## src/rtl/divint_pkg.sv

```systemverilog
// Shared types and helpers for the iterative integer divider.
package divint_pkg;

    typedef enum logic [1:0] {
        IDLE = 2'd0,
        CALC = 2'd1,
        DONE = 2'd2
    } state_t;

    // One extra bit so the counter can represent WIDTH itself without wrapping.
    function automatic int cnt_width(input int w);
        return $clog2(w) + 1;
    endfunction

endpackage

```

## src/rtl/divint_step.sv

```systemverilog
// One restoring shift-subtract iteration on magnitudes: shift in the next dividend bit,
// trial-subtract the divisor over a WIDTH+1-bit accumulator, insert the quotient bit.
module divint_step #(
    parameter int WIDTH = 16
) (
    input  logic [WIDTH-1:0] rem_i,
    input  logic [WIDTH-1:0] dq_i,
    input  logic [WIDTH-1:0] dvs_i,
    output logic [WIDTH-1:0] rem_o,
    output logic [WIDTH-1:0] dq_o
);

    logic [WIDTH:0] shifted;
    logic [WIDTH:0] diff;
    logic           qbit;

    // The partial remainder stays below the divisor, so the difference's top bit is
    // set exactly when the trial subtraction borrows.
    always_comb begin
        shifted = {rem_i, dq_i[WIDTH-1]};
        diff    = shifted - {1'b0, dvs_i};
        qbit    = ~diff[WIDTH];
        rem_o   = qbit ? diff[WIDTH-1:0] : shifted[WIDTH-1:0];
        dq_o    = {dq_i[WIDTH-2:0], qbit};
    end

endmodule

```

## src/rtl/divint.sv

```systemverilog
// Iterative signed/unsigned integer divider, one quotient bit per cycle, valid/ready on both sides.
// Latency WIDTH cycles from accept (1 cycle for divide-by-zero); result held until out_ready.
module divint
    import divint_pkg::*;
#(
    parameter int WIDTH = 16
) (
    input  logic             clk,
    input  logic             rst,
    input  logic             in_valid,
    output logic             in_ready,
    input  logic             is_signed,
    input  logic [WIDTH-1:0] a,
    input  logic [WIDTH-1:0] b,
    input  logic             abort,
    output logic             out_valid,
    input  logic             out_ready,
    output logic [WIDTH-1:0] quotient,
    output logic [WIDTH-1:0] rem,
    output logic             dbz,
    output logic             ovf
);

    localparam int CW = cnt_width(WIDTH);

    state_t           state_q;
    logic [CW-1:0]    cnt_q;
    logic [WIDTH-1:0] racc_q;
    logic [WIDTH-1:0] dq_q;
    logic [WIDTH-1:0] dvs_q;
    logic             neg_q_q;
    logic             neg_r_q;
    logic             zdiv_q;
    logic             ovf_pend_q;
    logic [WIDTH-1:0] quotient_q;
    logic [WIDTH-1:0] rem_q;
    logic             dbz_q;
    logic             ovf_q;
    logic             out_valid_q;

    logic             a_neg_d;
    logic             b_neg_d;
    logic [WIDTH-1:0] a_mag_d;
    logic [WIDTH-1:0] b_mag_d;
    logic             ovf_d;
    logic [WIDTH-1:0] racc_d;
    logic [WIDTH-1:0] dq_d;

    always_comb begin
        a_neg_d = is_signed & a[WIDTH-1];
        b_neg_d = is_signed & b[WIDTH-1];
        a_mag_d = a_neg_d ? -a : a;
        b_mag_d = b_neg_d ? -b : b;
        ovf_d   = is_signed && (a == {1'b1, {(WIDTH-1){1'b0}}}) && (b == {WIDTH{1'b1}});
    end

    divint_step #(.WIDTH(WIDTH)) u_step (
        .rem_i (racc_q),
        .dq_i  (dq_q),
        .dvs_i (dvs_q),
        .rem_o (racc_d),
        .dq_o  (dq_d)
    );

    always_ff @(posedge clk or posedge rst) begin
        if (rst) begin
            state_q     <= IDLE;
            cnt_q       <= '0;
            racc_q      <= '0;
            dq_q        <= '0;
            dvs_q       <= '0;
            neg_q_q     <= 1'b0;
            neg_r_q     <= 1'b0;
            zdiv_q      <= 1'b0;
            ovf_pend_q  <= 1'b0;
            quotient_q  <= '0;
            rem_q       <= '0;
            dbz_q       <= 1'b0;
            ovf_q       <= 1'b0;
            out_valid_q <= 1'b0;
        end else if (abort) begin
            state_q     <= IDLE;
            cnt_q       <= '0;
            zdiv_q      <= 1'b0;
            dbz_q       <= 1'b0;
            ovf_q       <= 1'b0;
            out_valid_q <= 1'b0;
        end else begin
            case (state_q)
                IDLE: begin
                    if (in_valid) begin
                        neg_q_q    <= a_neg_d ^ b_neg_d;
                        neg_r_q    <= a_neg_d;
                        dvs_q      <= b_mag_d;
                        racc_q     <= '0;
                        cnt_q      <= '0;
                        zdiv_q     <= (b == '0);
                        // A zero divisor keeps the raw dividend, which becomes the remainder.
                        dq_q       <= (b == '0) ? a : a_mag_d;
                        ovf_pend_q <= ovf_d;
                        state_q    <= CALC;
                    end
                end
                CALC: begin
                    if (zdiv_q) begin
                        quotient_q  <= '1;
                        rem_q       <= dq_q;
                        dbz_q       <= 1'b1;
                        ovf_q       <= 1'b0;
                        out_valid_q <= 1'b1;
                        state_q     <= DONE;
                    end else begin
                        racc_q <= racc_d;
                        dq_q   <= dq_d;
                        cnt_q  <= cnt_q + 1'b1;
                        if (cnt_q == CW'(WIDTH - 1)) begin
                            quotient_q  <= neg_q_q ? -dq_d : dq_d;
                            rem_q       <= neg_r_q ? -racc_d : racc_d;
                            dbz_q       <= 1'b0;
                            ovf_q       <= ovf_pend_q;
                            out_valid_q <= 1'b1;
                            cnt_q       <= '0;
                            state_q     <= DONE;
                        end
                    end
                end
                DONE: begin
                    if (out_ready) begin
                        out_valid_q <= 1'b0;
                        state_q     <= IDLE;
                    end
                end
                default: state_q <= IDLE;
            endcase
        end
    end

    assign in_ready  = (state_q == IDLE);
    assign out_valid = out_valid_q;
    assign quotient  = quotient_q;
    assign rem       = rem_q;
    assign dbz       = dbz_q;
    assign ovf       = ovf_q;

endmodule

```

## config.mk

```make
export PLATFORM = sky130hd
export DESIGN_NAME = divint
export DESIGN_NICKNAME = d
export VERILOG_FILES = /design/src/rtl/divint_pkg.sv /design/src/rtl/divint_step.sv /design/src/rtl/divint.sv
export SDC_FILE = /design/constraint.sdc
export NUM_CORES = 1
export LEC_CHECK = 0
export ABC_AREA = 0
export ABC_CLOCK_PERIOD_IN_PS = 5800
export CAP_MARGIN = 20
export CORE_MARGIN = 8
export CORE_UTILIZATION = 45
export DETAILED_ROUTE_END_ITERATION = 8
export PLACE_DENSITY = 0.75
export REMOVE_ABC_BUFFERS = 1
export SETUP_SLACK_MARGIN = 0.4
export SYNTH_ARGS = -nofsm -noshare
export SYNTH_HDL_FRONTEND = slang
export SYNTH_SLANG_ARGS = --single-unit
```

## constraint.sdc

```tcl
create_clock -name clk -period 5.8 [get_ports clk]
set_clock_uncertainty 0.1 [all_clocks]
set_input_delay 0.87 -clock clk [delete_from_list [all_inputs] [get_ports clk]]
set_output_delay 0.87 -clock clk [all_outputs]
set_load 0.02 [all_outputs]
```

# After elaboration in Yosys (flattened, before gate mapping)

Cells that the tools add are included.

Flip-flop bits (word level): 94
Bits of input ports: 38
Output and inout port bits: 36
Logic and storage cells: 99

$add $sub $neg: 6
Eq/ne operators: 11
Multiplexer cells: 43
Bitwise operators: 5
Reductions and logical operators: 20

Operator list:

| kind                                                                  | count |
|---|---|
| 16-bit two-way mux                                                    | 14 |
| 16-bit negation                                                       | 4 |
| 16-bit one-hot mux with 2 select lines                                | 2 |
| 16-bit equality test, second input constant                           | 2 |
| 5-bit two-way mux                                                     | 4 |
| 17-bit by 16-bit subtractor with 17-bit output                        | 1 |
| 16-bit zero test                                                      | 1 |
| 1-bit two-way mux                                                     | 15 |
| 3-bit AND reduction                                                   | 5 |
| 2-bit two-way mux                                                     | 5 |
| 5-bit one-hot mux with 2 select lines                                 | 1 |
| 2-bit nonzero test                                                    | 5 |
| 3-bit nonzero test                                                    | 3 |
| 3-bit != test, second input constant                                  | 2 |
| 2-bit one-hot mux with 3 select lines                                 | 1 |
| 5-bit by 1-bit adder with 5-bit output, second input constant         | 1 |
| 5-bit by 4-bit equality test with 1-bit output, second input constant | 1 |
| 2-bit != test, second input constant                                  | 2 |
| 4-bit != test, second input constant                                  | 1 |
| 2-bit AND reduction                                                   | 2 |
| 4-bit AND reduction                                                   | 1 |
| 3-bit by 2-bit != test with 1-bit output, second input constant       | 1 |
| 1-bit AND                                                             | 2 |
| 2-bit by 1-bit equality test with 1-bit output, second input constant | 1 |
| 6 further kinds                                                       | 8 |

# Depth between registers and ports, before layout

Gate-level depths: netlist (run 1).

Word-level depth: 6
Depth in mapped cells: 20
Mapped depth without buffers: 19

# Modules after synthesis

From an unflattened synthesis (run 1), not the netlist that was laid out.

Cell total of the unflattened synthesis: 751
Area, all modules: 6477.5 µm²

Modules (own cells, without submodules):

| module      | instances | cells an instance | area an instance (µm²) | seq. area each (µm²) |
|---|---|---|---|---|
| divint      | 1         | 607               | 5345.1                 | 2352.3 |
| divint_step | 1         | 144               | 1132.3                 | 0.0 |

# Least setup slack after synthesis (run 1)

No wires, ideal clock.

Path type: register to register
Start point: register dq_q[15]
End point: register rem_q[14] (netlist: rem[14])
Setup time: 0.145 ns
Arrival: 4.036 ns
Data required time: 5.555 ns
Setup slack: 1.519 ns
Stages on the path, launching flop included: 21
Buffers on the path: 1
Period minus slack after synthesis: 4.281 ns
Cell sequence: dfrtp_1 inv_1 ha_1 inv_1 fa_1 a211oi_4 o211a_1 nor3_2 o21a_2 nor2_4 inv_2 buf_2 a21oi_1 ha_1 inv_1 or4_1 nor4_1 mux2i_1 o31ai_2 xnor2_1 a21oi_1

Cells in the longest elaborated chain, start to end: 6

Ends and longest elaborated chain:

| what                                           | line              | text |
|---|---|---|
| start: declaration                             | divint.sv:29      | `logic [WIDTH-1:0] dq_q;` |
| start signal: assignment                       | divint.sv:99      | `dq_q <= (b == '0) ? a : a_mag_d;` |
| start signal: assignment                       | divint.sv:114     | `dq_q <= dq_d;` |
| 17-bit by 16-bit subtractor with 17-bit output | divint_step.sv:21 | `diff = shifted - {1'b0, dvs_i};` |
| 16-bit two-way mux *                           | divint_step.sv:23 | `rem_o = qbit ? diff[WIDTH-1:0] : shifted[WIDTH-1:0];` |
| 16-bit negation                                | divint.sv:118     | `rem_q <= neg_r_q ? -racc_d : racc_d;` |
| 16-bit two-way mux *                           | divint.sv:118     |  |
| 16-bit two-way mux *                           | divint.sv:116     | `if (cnt_q == CW'(WIDTH - 1)) begin` |
| 16-bit two-way mux *                           | divint.sv:105     | `if (zdiv_q) begin` |
| end signal: assignment                         | divint.sv:107     | `rem_q <= dq_q;` |
| end signal: assignment                         | divint.sv:118     |  |
| end: declaration                               | divint.sv:36      | `logic [WIDTH-1:0] rem_q;` |

Mark *: on every way between the ends. The rest lies on a longest branch, timed or not. The select of a mux whose other input is x is not followed.
A chain may end at the register's enable or synchronous reset.

# Worst setup path in the final report (run 1)

Ends and elaborated chain as after synthesis.

==> results of run 1 <==
worst max-delay path by stage:
stage                   from      end
floorplan           dq_q[15]  rem[14]
global placement    dq_q[15]  rem[14]
detailed placement  dq_q[15]  rem[14]
CTS                 dq_q[15]  rem[14]
global route        dq_q[15]  rem[14]
finish              dq_q[15]  rem[14]
stage by stage:
step | setup WS (ps) | std cells | hold slack [ps] | util (%)
4_1_cts | 963 | 1022 | 387 | 54.6
5_1_grt | 633 | 1022 | 403 | 54.6
6_report | 900 | 1022 | 381 | 54.6
3_3_place_gp | 1280 | 1005 | 363 | 52.3
3_5_place_dp | 1090 | 1006 | 373 | 52.3
2_1_floorplan | 1210 | 746 | 349 | -
flip-flops by register name, summed over array words and instances (netlist names), 2 cells and up:
register  count
racc_q       16
dvs_q        16
state_q       2
quotient     16
rem          16
dq_q         16
cnt_q         5
tightest hold or removal path: cells and delay by family (launching register included):
kind / cells / cell delay, ps
DFF: 1 / 340
AOI/OAI and AO/OA: 1 / 60
and+or+nand+nor: 1 / 50
layer usage:
metal	vias to the layer above	share of wire (%)	GRT usage (%)
met5	-	0	0
met4	0	2.6	8.27
met3	35	7.6	4.42
met2	234	45	30.5
met1	2819	45	26.9
li1	2897	-	-
kinds of logic (layout without fill, tap and decap cells):
| group | Yosys count | in the layout | share of synthesized area [%] |
|---|---|---|---|
| AO/OA/AOI/OAI | 244 | 244 | 23.3 |
| XOR/XNOR | 62 | 62 | 8.51 |
| adder cells (fa/ha/maj) | 23 | 23 | 4.63 |
| buffers and inverters | 67 | 133 | 4.18 |
| flip-flops | 94 | 94 | 36.9 |
| multiplexers | 17 | 17 | 2.67 |
| AND/OR/NAND/NOR | 269 | 269 | 19.9 |
Yosys cell counts, drive strengths merged (3+ instances only):
| cell | instances |
|---|---|
| a211o | 3 |
| a211oi | 3 |
| a21o | 5 |
| a21oi | 60 |
| a22o | 3 |
| a22oi | 6 |
| a31oi | 8 |
| and3 | 5 |
| buf | 5 |
| clkbuf | 25 |
| dfrtp | 94 |
| ha | 22 |
| inv | 37 |
| mux2i | 17 |
| nand2 | 91 |
| nand2b | 7 |
| nand3 | 13 |
| nand4 | 8 |
| nor2 | 86 |
| nor2b | 5 |
| nor3 | 20 |
| nor4 | 7 |
| nor4b | 3 |
| o211ai | 6 |
| o21a | 4 |
| o21ai | 98 |
| o21bai | 5 |
| o22ai | 8 |
| o31a | 3 |
| o31ai | 11 |
| or2 | 4 |
| or3 | 6 |
| or4 | 4 |
| xnor2 | 31 |
| xor2 | 31 |
cell type report:
class,count,area share (%)
clock buffers,10,3.16
clock inverters,6,0.991
repair buffers,80,10.3
flip-flops and latches,94,31.1
multi-input cells,615,49.7
well taps,180,2.97
inverters,37,1.85
report_power, final:
| part | leakage (nW) | switching, W | internal (W) |
|---|---|---|---|
| clock | 0.152 | 0.000281 | 0.000354 |
| combinational | 1.79 | 0.00136 | 0.000856 |
| sequential | 1.24 | 0.000205 | 0.000785 |
| total | 3.18 | 0.00185 | 0.00199 |
==> summary.txt, run 1 <==
Outcome
  • Status: finished, final reports clean

Synthesis
  • Ys Warns: 0
  • Synth top area cells: dfrtp_1 (37%), o21ai_0 (7.2%), nand2_1 (5.4%)
  • Unique masters post-synth: 69
  • Primary FF master, synth: dfrtp_1
  • Synthesized area: 6380 µm²
  • EDFF count, synth: 0
  • Asr flop ratio synth: 100%
  • Synth top area share: 36.9%
  • Synth Register Bits: 94
  • Cell accounting for the most synthesized area: dfrtp_1
  • Syn_area_per_cell: 8.22 µm²
  • Cells after Synth: 776
  • Sequential area share after synthesis: 36.9%

Die
  • IO Pins: 74
  • Die height: 135 µm
  • Full die area: 18,200 µm²
  • Rows: 43
  • Core area: 13,900 µm²
  • DIE WIDTH: 135 µm
  • Initial Util: 46.0%

STA
  • Period utilisation layout: 84.5%
  • Worst slew margin: 40.2%
  • Slew Limit Fails: 0
  • Unrepaired setup endpoints after global routing: false
  • Hold Vio Cnt, Final: 0
  • Worst Tran Pin Value: 894 ps
  • Setup Viol. Count Final: 0
  • FMAX: 204 MHz
  • Setup TNS: 0 ps
  • Post-route minimum period: 4900 ps

Clock network
  • Worst-case clock buffer depth: 2
  • CTS root buf: clkbuf_16
  • CTS tree: built
  • Clk Latency, worst-skew pair: 360 ps
  • Clock Pin Slew Worst Setup and Hold Paths: 70 ps
  • CTS Buf Count: 9
  • H-Tree Depth: 3
  • Cts hold-fix bufs: 0
  • CTS Sinks: 94
  • Post-CTS sizing: 0
  • Post-CTS setup buffer count: 0

Routing
  • ANT nets after route: 0
  • Final wirelength: 18,100 µm
  • Drt first pass iters: 5
  • Drt drc: 0
  • Drt initial violations: 532
  • Drt wl/cell: 17.7 µm
  • DR vias/cell: 5.86
  • Via count: 5,985

Placed design
  • Port Buffers: 73
  • Area post-placement: 7260 µm²
  • Post-DP HPWL: 13,800 µm
  • Routability congestion estimate: 0.942

Setup path
  • Crit path top cell by count: inv_1
  • Worst reg2reg path depth: 19
  • Slowest CP cell: or4_1
  • Critical Path RT: 5930 ps
  • CP Max Fanout: 18
  • R2R Path Start: dq_q[15]
  • R2r setup slk: 900 ps
  • Worst Path Arrival: 5040 ps
  • Critical path class: flip-flop to flip-flop
  • Crit end category: flip-flop
  • Setup crit start kind: flip-flop
  • Kind of cell adding the most delay to the critical path: simple AND/OR/NAND/NOR gates
  • Critical R2R Capture: rem[14]
  • Crit path largest cell delay: 530 ps
  • Crit. path cell count: 19
  • Worst Path Buf+Inv: 4
  • Ordered list of cells on the worst path: inv_1 > ha_1 > inv_1 > fa_1 > a211oi_4 > o211a_1 > nor3_2 > nor3_2 > nor2_4 > inv_2 > mux2i_1 > ha_1 > inv_1 > or4_1 > nor4_1 > mux2i_1 > o31ai_2 > xnor2_1 > a21oi_1

Min path
  • Hold path depth: 2
  • Worst hold path type: flip-flop to flip-flop
  • Min-Delay Startpoint: dvs_q[10]
  • Worst hold path endpoint: dvs_q[10]

Layout
  • Most frequent cells in the layout: dfrtp_1 (94), o21ai_0 (92), nand2_1 (91)
  • Layout cell share with drive strength beyond 1: 4.87%
  • Fin nets: 898
  • FF+latch area: 2350 µm²
  • P&R area growth vs syn: 18.7%
  • FILL cells: 1,288
  • Design area: 7570 µm²
  • Multi-input logic area: 3760 µm²
  • Commonest non-fill, non-tap cell in the layout: dfrtp_1
  • # diodes: 0

Pwr
  • Pwr Total: 0.00385 W
  • Max IR drop VDD: 0.299 mV
  • Pleak: 3.18 nW
  • Pwr per Cell Area: 508 nW/µm²

Global routing
  • Initial antenna violation count: 0
  • Global-route wire length before repair: 29,300 µm
  • Total GRT Usage: 20.0%
  • Largest net degree at the start of global routing: 62
  • Gr ovfl total: 0
  • Vias in the first global route: 5,600

Run
  • Max-cap violation count: 0
Power figures use the tool's default switching activity.
==> run 2: changes to the inputs <==
ABC_CLOCK_PERIOD_IN_PS = 4800   (was 5800)
clock period = 4.8 ns   (was 5.8 ns; I/O delays follow)
==> run 2 against run 1 <==
Cell count grew 1.7%. Combinational power is 41% higher. Worst hold slack gained 3.1 ps. Largest power group unchanged. Wire length up 3.7%. Highest routed layer unchanged. Sequential cell count unchanged.
==> summary.txt, run 2 (synthesized netlist as in run 1, its figures left out) <==
Global routing
  • Total GRT Usage: 20.0% (about the same)
  • Initial antenna violation count: 0 (unchanged)
  • Vias in the first global route: 5,661 (was 5,600)
  • Global-route wire length before repair: 29,600 µm (was 29,300 µm)
  • Largest net degree at the start of global routing: 48 (was 62)
  • Gr ovfl total: 0 (unchanged)

Pwr
  • Pwr per Cell Area: 648 nW/µm² (was 508 nW/µm²)
  • Max IR drop VDD: 0.373 mV (was 0.299 mV)
  • Pleak: 3.25 nW (was 3.18 nW)

STA
  • Hold slack: 384 ps (was 381 ps)
  • Worst slew margin: 43.6% (was 40.2%)
  • Final setup margin: 483 ps (was 900 ps)
  • Worst Tran Pin Value: 845 ps (was 894 ps)
  • Unrepaired setup endpoints after global routing: false (unchanged)
  • Slew Limit Fails: 0 (unchanged)
  • Hold Vio Cnt, Final: 0 (unchanged)
  • FMAX: 232 MHz (was 204 MHz)
  • Setup Viol. Count Final: 0 (unchanged)
  • Setup TNS: 0 ps (unchanged)
  • Period utilisation layout: 89.9% (was 84.5%)
  • Post-route minimum period: 4320 ps (was 4900 ps)

Layout
  • P&R area growth vs syn: 21.8% (was 18.7%)
  • FILL cells: 1,245 (was 1,288)
  • Layout cell share with drive strength beyond 1: 8.27% (was 4.87%)
  • Commonest non-fill, non-tap cell in the layout: dfrtp_1 (unchanged)
  • Fin nets: 915 (was 898)
  • Layout Utilization: 55.9% (was 54.6%)
  • Most frequent cells in the layout: dfrtp_1 (93), nand2_1 (91), o21ai_0 (91) (was dfrtp_1 (94), o21ai_0 (92), nand2_1 (91))
  • # diodes: 0 (unchanged)

Min path
  • Min-Delay Startpoint: dvs_q[1] (was dvs_q[10])
  • Worst hold path endpoint: dvs_q[1] (was dvs_q[10])
  • Hold path depth: 2 (unchanged)
  • Worst hold path type: flip-flop to flip-flop (unchanged)

Setup path
  • Crit. path cell count: 19 (unchanged)
  • Kind of cell adding the most delay to the critical path: simple AND/OR/NAND/NOR gates (unchanged)
  • Critical path class: flip-flop to flip-flop (unchanged)
  • Critical Path RT: 4930 ps (was 5930 ps)
  • Critical R2R Capture: rem[14] (unchanged)
  • Crit end category: flip-flop (unchanged)
  • R2R Path Start: dq_q[15] (unchanged)
  • Worst Path Buf+Inv: 4 (unchanged)
  • CP Max Fanout: 4 (was 18)
  • Setup crit start kind: flip-flop (unchanged)
  • Worst reg2reg path depth: 19 (unchanged)
  • Worst Path Arrival: 4450 ps (was 5040 ps)
  • Crit path largest cell delay: 540 ps (was 530 ps)
  • Ordered list of cells on the worst path: inv_1 > ha_2 > inv_2 > fa_2 > a211oi_4 > o211a_1 > nor3_4 > nor3_4 > buf_4 > nor3_1 > a21oi_4 > ha_4 > inv_2 > or4_4 > nor4_4 > mux2i_4 > o31ai_2 > xnor2_1 > a21oi_1 (was inv_1 > ha_1 > inv_1 > fa_1 > a211oi_4 > o211a_1 > nor3_2 > nor3_2 > nor2_4 > inv_2 > mux2i_1 > ha_1 > inv_1 > or4_1 > nor4_1 > mux2i_1 > o31ai_2 > xnor2_1 > a21oi_1)
  • Slowest CP cell: or4_4 (was or4_1)
  • R2r setup slk: 480 ps (was 900 ps)

Routing
  • Drt drc: 0 (unchanged)
  • DR vias/cell: 5.94 (was 5.86)
  • WL met3: 1560 µm (was 1380 µm)
  • Drt first pass iters: 7 (was 5)
  • Via count: 6,168 (was 5,985)
  • Final wirelength: 18,800 µm (was 18,100 µm)
  • Drt initial violations: 677 (was 532)
  • Highest metal used: met4 (unchanged)
  • Met1 WL: 8200 µm (was 8170 µm)
  • Drt wl/cell: 18.1 µm (was 17.7 µm)
  • ANT nets after route: 0 (unchanged)
  • Met2 WL: 8630 µm (was 8060 µm)

Outcome
  • Status: finished, final reports clean (unchanged)

Clock network
  • CTS Buf Count: 9 (unchanged)
  • Cts hold-fix bufs: 0 (unchanged)
  • CTS root buf: clkbuf_16 (unchanged)
  • Worst-case clock buffer depth: 2 (unchanged)
  • Clock Pin Slew Worst Setup and Hold Paths: 70 ps (about the same)
  • H-Tree Depth: 3 (unchanged)
  • CTS Sinks: 94 (unchanged)
  • Clk Latency, worst-skew pair: 360 ps (about the same)
  • CTS tree: built (unchanged)

Die
  • Die height: 135 µm (unchanged)
  • DIE WIDTH: 135 µm (unchanged)
  • IO Pins: 74 (unchanged)
  • Initial Util: 46.0% (unchanged)
  • Rows: 43 (unchanged)
  • Full die area: 18,200 µm² (unchanged)
  • Core area: 13,900 µm² (unchanged)

Placed design
  • Routability congestion estimate: 0.917 (was 0.942)
  • Pre-CTS setup slack: 223 ps (was 1090 ps)
  • Post-DP HPWL: 13,900 µm (was 13,800 µm)
  • Port Buffers: 73 (unchanged)

Run
  • Max-cap violation count: 0 (unchanged)
[run 2: timing repair]
| action | 4_1_cts | 5_1_grt |
|---|---|---|
| pin swaps | 3 | 11 |
| resized for setup | 5 | 18 |
| buffers inserted | 1 | 11 |
| setup endpoints to repair | 3 | 4 |
[run 2: metrics by stage]
stage	cells	area (µm²)	power (W)
after global placement	1011	7300	0.00380
final	1039	7770	0.00504
after detailed placement	1011	7300	0.00385
after floorplan	746	6250	0.00309
after global routing	1039	7770	0.00533
after CTS	1028	7600	0.00460
[run 2: worst min-delay path, cell delays in order, from the launching register on]
cell	delay [ps]
dfrtp_1	340
nand2_1	50
o21ai_0	60
[run 2: report_power, final]
part / internal [W] / switching [W] / total, W
Sequential: 0.000949 / 0.000254 / 0.00120
Clock: 0.000360 / 0.000337 / 0.000697
Combinational: 0.00130 / 0.00184 / 0.00314
[run 2: worst max-delay path by stage]
| stage | from | end | slack, ps |
|---|---|---|---|
| global route | dq_q[15] | rem[14] | 330 |
| finish | dq_q[15] | rem[14] | 480 |
| floorplan | dq_q[15] | rem[14] | 210 |
| global placement | dq_q[15] | rem[14] | 380 |
| detailed placement | dq_q[15] | rem[14] | 220 |
| CTS | dq_q[15] | rem[14] | 470 |
[run 2: layout make-up]
type	instances	area [µm²]	share of cell area, %
clock buffers	10	229	2.95
well taps	180	225	2.90
clock inverters	6	50.0	0.644
flip-flops and latches	94	2350	30.3
multi-input cells	615	3850	49.6
inverters	37	145	1.87
repair buffers	97	911	11.7
[run 2: per-layer routing]
layer | track usage (%) | up-vias
li1 | - | 2923
met1 | 27.2 | 2897
met2 | 31.7 | 302
met3 | 3.64 | 46
met4 | 5.92 | 0
met5 | 0 | -
